## src/rtl/pwm_cfg_pkg.sv

```systemverilog
// Shared parameter defaults, FSM state encoding and per-channel config record for pwm_cfg_controller.
// Latency: n/a (types only).
// Backpressure: n/a (types only).
package pwm_cfg_pkg;

   localparam int NUM_CH_DEF    = 4;
   localparam int DUTY_MAX_DEF  = 100;
   localparam int RAMP_STEP_DEF = 10;

   typedef enum logic [1:0] {
      ST_IDLE    = 2'd0,
      ST_PENDING = 2'd1,
      ST_COMMIT  = 2'd2
   } pwm_state_t;

   typedef struct packed {
      logic [7:0] duty;
      logic       polarity;
      logic       edge_mode;
   } ch_cfg_t;

endpackage

```

## src/rtl/pwm_cfg_shadow.sv

```systemverilog
// One channel: shadow, active and pending registers; duty steps toward shadow on commit (PWM_RAMP_EN).
// Latency: shadow/pending update on the write edge, active updates on the commit edge.
// Backpressure: none here; the controller never issues a write and a commit together.
module pwm_cfg_shadow
   import pwm_cfg_pkg::*;
#(
   parameter int RAMP_STEP = RAMP_STEP_DEF
) (
   input  logic    clk,
   input  logic    reset_n,
   input  logic    i_wr,
   input  ch_cfg_t i_wr_cfg,
   input  logic    i_commit,
   output ch_cfg_t o_active,
   output logic    o_pending,
   output logic    o_pending_nxt
);

`ifdef PWM_RAMP_EN
   localparam bit RAMP_EN = 1'b1;
`else
   localparam bit RAMP_EN = 1'b0;
`endif
   // Without ramping the step is unbounded, so one commit always lands on the shadow value.
   localparam int         STEP_LIM = (RAMP_EN && (RAMP_STEP < 255)) ? RAMP_STEP : 255;
   localparam logic [7:0] STEP     = 8'(STEP_LIM);

   ch_cfg_t    r_shadow;
   ch_cfg_t    r_active;
   logic       r_pend;
   logic [7:0] w_diff;
   logic [7:0] w_next_duty;

   always_comb begin
      w_diff      = 8'd0;
      w_next_duty = r_shadow.duty;
      if (r_shadow.duty > r_active.duty) begin
         w_diff = r_shadow.duty - r_active.duty;
         if (w_diff > STEP) w_next_duty = r_active.duty + STEP;
      end else begin
         w_diff = r_active.duty - r_shadow.duty;
         if (w_diff > STEP) w_next_duty = r_active.duty - STEP;
      end
   end

   assign o_pending_nxt = r_pend && (w_next_duty != r_shadow.duty);
   assign o_active      = r_active;
   assign o_pending     = r_pend;

   always_ff @(posedge clk or negedge reset_n) begin
      if (!reset_n) begin
         r_shadow <= '0;
         r_active <= '0;
         r_pend   <= 1'b0;
      end else if (i_wr) begin
         r_shadow <= i_wr_cfg;
         r_pend   <= 1'b1;
      end else if (i_commit && r_pend) begin
         r_active <= '{duty: w_next_duty, polarity: r_shadow.polarity, edge_mode: r_shadow.edge_mode};
         r_pend   <= o_pending_nxt;
      end
   end

endmodule

```

## src/rtl/pwm_cfg_controller.sv

```systemverilog
// Shadowed PWM channel config, committed to active outputs on period_end; ramped duty with PWM_RAMP_EN.
// Latency: period_end in cycle M -> commit_o in M+1 -> active outputs in M+2.
// Backpressure: cfg_ready low only during the single COMMIT cycle (and in reset).
module pwm_cfg_controller
   import pwm_cfg_pkg::*;
#(
   parameter int NUM_CH    = NUM_CH_DEF,
   parameter int DUTY_MAX  = DUTY_MAX_DEF,
   parameter int RAMP_STEP = RAMP_STEP_DEF
) (
   input  logic                clk,
   input  logic                reset_n,
   input  logic                cfg_valid,
   output logic                cfg_ready,
   input  logic [1:0]          cfg_channel,
   input  logic [7:0]          cfg_duty,
   input  logic                cfg_polarity,
   input  logic                cfg_edge_mode,
   input  logic                period_end,
   output logic [8*NUM_CH-1:0] duty_o,
   output logic [NUM_CH-1:0]   polarity_o,
   output logic [NUM_CH-1:0]   edge_mode_o,
   output logic [NUM_CH-1:0]   pending_o,
   output logic                commit_o,
   output logic                cfg_error
);

   pwm_state_t        r_state;
   pwm_state_t        w_state_nxt;
   logic              r_cfg_error;
   logic              w_accept;
   logic              w_duty_ok;
   logic              w_legal;
   logic [NUM_CH-1:0] w_pend;
   logic [NUM_CH-1:0] w_pend_nxt;
   ch_cfg_t           w_wr_cfg;
   ch_cfg_t           w_active [NUM_CH];

   assign cfg_ready = reset_n && (r_state != ST_COMMIT);
   assign w_accept  = cfg_valid && cfg_ready;
   assign w_duty_ok = (cfg_duty <= 8'(DUTY_MAX));
   assign w_legal   = w_accept && w_duty_ok && (int'(cfg_channel) < NUM_CH);
   assign w_wr_cfg  = '{duty: cfg_duty, polarity: cfg_polarity, edge_mode: cfg_edge_mode};
   assign commit_o  = (r_state == ST_COMMIT);
   assign cfg_error = r_cfg_error;
   assign pending_o = w_pend;

   // A legal write in the period_end cycle lands in shadow on the same edge, so it joins this commit.
   always_comb begin
      w_state_nxt = r_state;
      case (r_state)
         ST_IDLE, ST_PENDING: begin
            if (w_legal || (|w_pend)) w_state_nxt = period_end ? ST_COMMIT : ST_PENDING;
            else                      w_state_nxt = ST_IDLE;
         end
         ST_COMMIT: w_state_nxt = (|w_pend_nxt) ? ST_PENDING : ST_IDLE;
         default:   w_state_nxt = ST_IDLE;
      endcase
   end

   always_ff @(posedge clk or negedge reset_n) begin
      if (!reset_n) begin
         r_state     <= ST_IDLE;
         r_cfg_error <= 1'b0;
      end else begin
         r_state     <= w_state_nxt;
         r_cfg_error <= w_accept && !w_duty_ok;
      end
   end

   for (genvar g = 0; g < NUM_CH; g++) begin : g_ch
      pwm_cfg_shadow #(
         .RAMP_STEP (RAMP_STEP)
      ) u_shadow (
         .clk           (clk),
         .reset_n       (reset_n),
         .i_wr          (w_legal && (cfg_channel == 2'(g))),
         .i_wr_cfg      (w_wr_cfg),
         .i_commit      (commit_o),
         .o_active      (w_active[g]),
         .o_pending     (w_pend[g]),
         .o_pending_nxt (w_pend_nxt[g])
      );
      assign duty_o[8*g +: 8] = w_active[g].duty;
      assign polarity_o[g]    = w_active[g].polarity;
      assign edge_mode_o[g]   = w_active[g].edge_mode;
   end

endmodule

```

## config.mk

```make
export PLATFORM = sky130hd
export DESIGN_NAME = pwm_cfg_controller
export DESIGN_NICKNAME = d
export VERILOG_FILES = /design/src/rtl/pwm_cfg_pkg.sv /design/src/rtl/pwm_cfg_shadow.sv /design/src/rtl/pwm_cfg_controller.sv
export SDC_FILE = /design/constraint.sdc
export NUM_CORES = 1
export LEC_CHECK = 0
export ABC_CLOCK_PERIOD_IN_PS = 2850
export CORE_MARGIN = 2
export CORE_UTILIZATION = 40
export CTS_CLUSTER_SIZE = 14
export DETAILED_ROUTE_END_ITERATION = 10
export SLEW_MARGIN = 20
export SYNTH_ARGS = -nofsm -noshare
export SYNTH_HDL_FRONTEND = slang
export SYNTH_SLANG_ARGS = --single-unit
export TNS_END_PERCENT = 50
```

## constraint.sdc

```tcl
create_clock -name clk -period 2.85 [get_ports clk]
set_input_delay 0.4275 -clock clk [delete_from_list [all_inputs] [get_ports clk]]
set_output_delay 0.4275 -clock clk [all_outputs]
set_load 0.05 [all_outputs]
```

==> flow_metrics.py <==
metrics = {
    "timing": {
        "slew_violations": 0,
        "finalWorstSetupSlack_ps": 461.3,
        "rsz0062_at_grt": "no",
        "relSlewSlack_pct": 53.43,
        "tightest_slew_ps": 698.6,
        "hold_viol": 0,
        "skew_ps": 8.769,
        "finalCritPeriodShare_pct": 83.81,
        "fin_setup_tns_ps": 0,
        "setup_viol": 0,
        "period_needed_ps": 2389,
        "fmax_mhz": 418.6,
    },
    "critical_path": {
        "worst_path_largest_cell_delay_ps": 830,
        "arrival_ps": 1960,
        "cp_top_family": "buffers and inverters",
        "cp.required_ps": 2420,
        "start_kind": "register",
        "critPathMaxFanout": 7,
        "slowest_stage": "clkdlybuf4s50_1",
        "crit_path_end_kind": "primary output",
        "path_cells": "nand2b_2 -> inv_1 -> clkdlybuf4s50_1",
        "reg2regPathDepth": 5,
        "cp.depth": 3,
        "path_buf_inv": 2,
        "worstSetupPathType": "reg -> out",
    },
    "layout": {
        "area_growth_pct": 27.70,
        "layout_commonest_cell": "dfrtp_1",
        "nNetsFinal": 297,
        "drive_above_1_share_pct": 35.79,
        "final_cell_mix": "dfrtp_1 (87), mux2_2 (72), clkdlybuf4s50_1 (60)",
        "diodes": 0,
        "finalCoreUtilization_pct": 52.28,
        "final_cells": 390,
    },
    "detailed_routing": {
        "num_vias": 1900,
        "wl_um": 6461,
        "drt_iter0_markers": 55,
        "remaining_drc_errors": 0,
        "vias_per_cell": 4.872,
        "ant_nets": 0,
        "drt-wirelength-per-cell_um": 16.57,
        "firstDrtPassIters": 4,
    },
    "placed_design": {
        "gp_congestion": 0.7713,
        "io_buffer_count": 62,
        "dp_hpwl_um": 4411,
        "dp.cells": 375,
        "pre_cts_ws_ps": 411.0,
    },
    "clocking": {
        "h-tree-depth": 3,
        "hold_buffers": 0,
        "clock_latency_ps": 340,
        "cts_buffers": 9,
        "cts_setup_buffers": 0,
        "clockBufferDepth": 2,
        "clkTransAtPathRegs_ps": 90,
        "cts.sinks": 87,
        "cts_resized": 0,
        "cts_root_buffer": "clkbuf_8",
        "cts_tree": "built",
    },
    "synthesis": {
        "ys_warn_count": 0,
        "synth_top_family_by_area": "multiplexers",
        "async_flop_share_pct": 100.0,
        "yosys.area.top_type": "dfrtp_1",
        "synth_compound_area_share_pct": 2.206,
        "synth_xor_area_share_pct": 0,
        "ys_ff_latch": 87,
        "synth_edf_count": 0,
        "synth_top_area_share_pct": 65.05,
        "syn_nets": 229,
        "synth_cell_types": 23,
        "yosys_most_used_dff": "dfrtp_1",
        "yosysSeqAreaShare_pct": 65.05,
        "synth.area.mux_share_pct": 24.22,
        "synthCells": 213,
        "synth-simple-area-share_pct": 5.346,
        "synth_area_per_cell_sq_um": 15.71,
        "syn-cell-area_sq_mm": 0.003347,
        "synth_area_leaders": "dfrtp_1 (65%), mux2_2 (24%), buf_4 (1.6%)",
        "synth_fa_ha_area_share_pct": 0,
    },
    "flow_run": {
        "drv_cap": 0,
    },
    "global_route": {
        "grt_max_degree": 57,
        "antenna_found_initial": 0,
        "grt_pass1_vias": 1974,
        "track_usage_pct": 15.41,
        "grt_pass1_wl_um": 10340,
        "grt_overflow_total": 0,
    },
    "floorplan": {
        "io_pins": 63,
        "num_rows": 33,
        "initial_utilization_pct": 40.94,
        "core_area_sq_mm": 0.008175,
        "die_w_um": 95.48,
        "chipHeight_um": 95.48,
        "dieArea_sq_mm": 0.009115,
    },
    "outcome": {
        "status": "finished clean",
    },
    "pwr": {
        "p_comb_share_pct": 33.3,
        "swShare_pct": 34.44,
        "ir_drop_uv": 427.2,
        "clkPwrFrac_pct": 22.9,
        "p_sw_w": 0.001376,
        "power.density_mw_per_mm2": 935.1,
        "p_int_w": 0.002621,
        "p_seq_share_pct": 43.8,
        "power.leakage_nw": 2.006,
    },
    "min_path": {
        "min_path_type": "in -> async",
    },
}
## cell type report
class | instances | area, sq um
fill | 735 | 3901
sequential | 87 | 2177
multi-input combinational | 108 | 1064
timing repair buffer | 69 | 668.1
clock buffer | 11 | 141.4
tap | 105 | 131.4
clock inverter | 4 | 70.07
inverter | 6 | 22.52
## sequential cells by signal, summed over array words and instances, names as in the netlist
signal and count:
g_ch.u_shadow.r_shadow 40, g_ch.u_shadow.o_pending 4, g_ch.u_shadow.o_active 40, r_state 2, cfg_error 1
## worst register-to-register path, delay by kind of cell (launching register included)
kind | cells | cell delay [ps]
buffers and inverters | 1 | 250
DFF | 1 | 410
muxes | 1 | 360
and+or+nand+nor | 3 | 660
## power by group through the flow
stage	combinational [W]	clock (W)	sequential, W
2_1_floorplan	0.000528	0	0.00215
3_3_place_gp	0.00134	0	0.00177
3_5_place_dp	0.00134	0	0.00178
4_1_cts	0.00135	0.000946	0.00176
5_1_grt	0.00141	0.00101	0.00180
6_report	0.00133	0.000915	0.00175
## Yosys cell counts, drive strengths merged, types with 2 or more instances
| library cell | n |
|---|---|
| dfrtp | 87 |
| mux2 | 72 |
| buf | 12 |
| nand2 | 9 |
| inv | 6 |
| nor2b | 5 |
| a21o | 4 |
| o21ai | 4 |
| nor4 | 3 |
| nor3 | 2 |
## worst paths after layout
path	end	slack, ps	startpoint
setup / recovery	commit_o	460	r_state[0]
hold / removal	g_ch[3].u_shadow.o_active[2]	120	reset_n
setup reg to reg	g_ch[0].u_shadow.r_shadow[3]	1060	r_state[1]
hold reg to reg	g_ch[1].u_shadow.o_active[2]	480	g_ch[1].u_shadow.o_active[2]
max in group asynchronous	g_ch[1].u_shadow.r_shadow[7]	1690	reset_n
min in group clk	cfg_error	480	reset_n
## per-stage QoR
stage | power, W | area, sq um | hold WS (ps)
after floorplan | 0.002679 | 3347 | 131.9
after global placement | 0.003109 | 4063 | 466.5
after detailed placement | 0.003121 | 4063 | 475.8
after CTS | 0.004050 | 4274 | 115.5
after global routing | 0.004215 | 4274 | 130.6
final | 0.003997 | 4274 | 120.0
## routing by layer
layer | up-vias | track usage [%] | part of all wire, %
met1 | 974 | 21.85 | 48
met4 | 0 | 4.286 | 1.2
met5 | - | 0 | 0
met2 | 46 | 22.59 | 45
met3 | 7 | 5.375 | 5.4
li1 | 873 | - | -
## cell families after synthesis
kind of cell,Yosys count
and+or+nand+nor,25
AOI/OAI and AO/OA,11
buffers and inverters,18
muxes,72
DFF,87
Power figures use the tool's default switching activity.
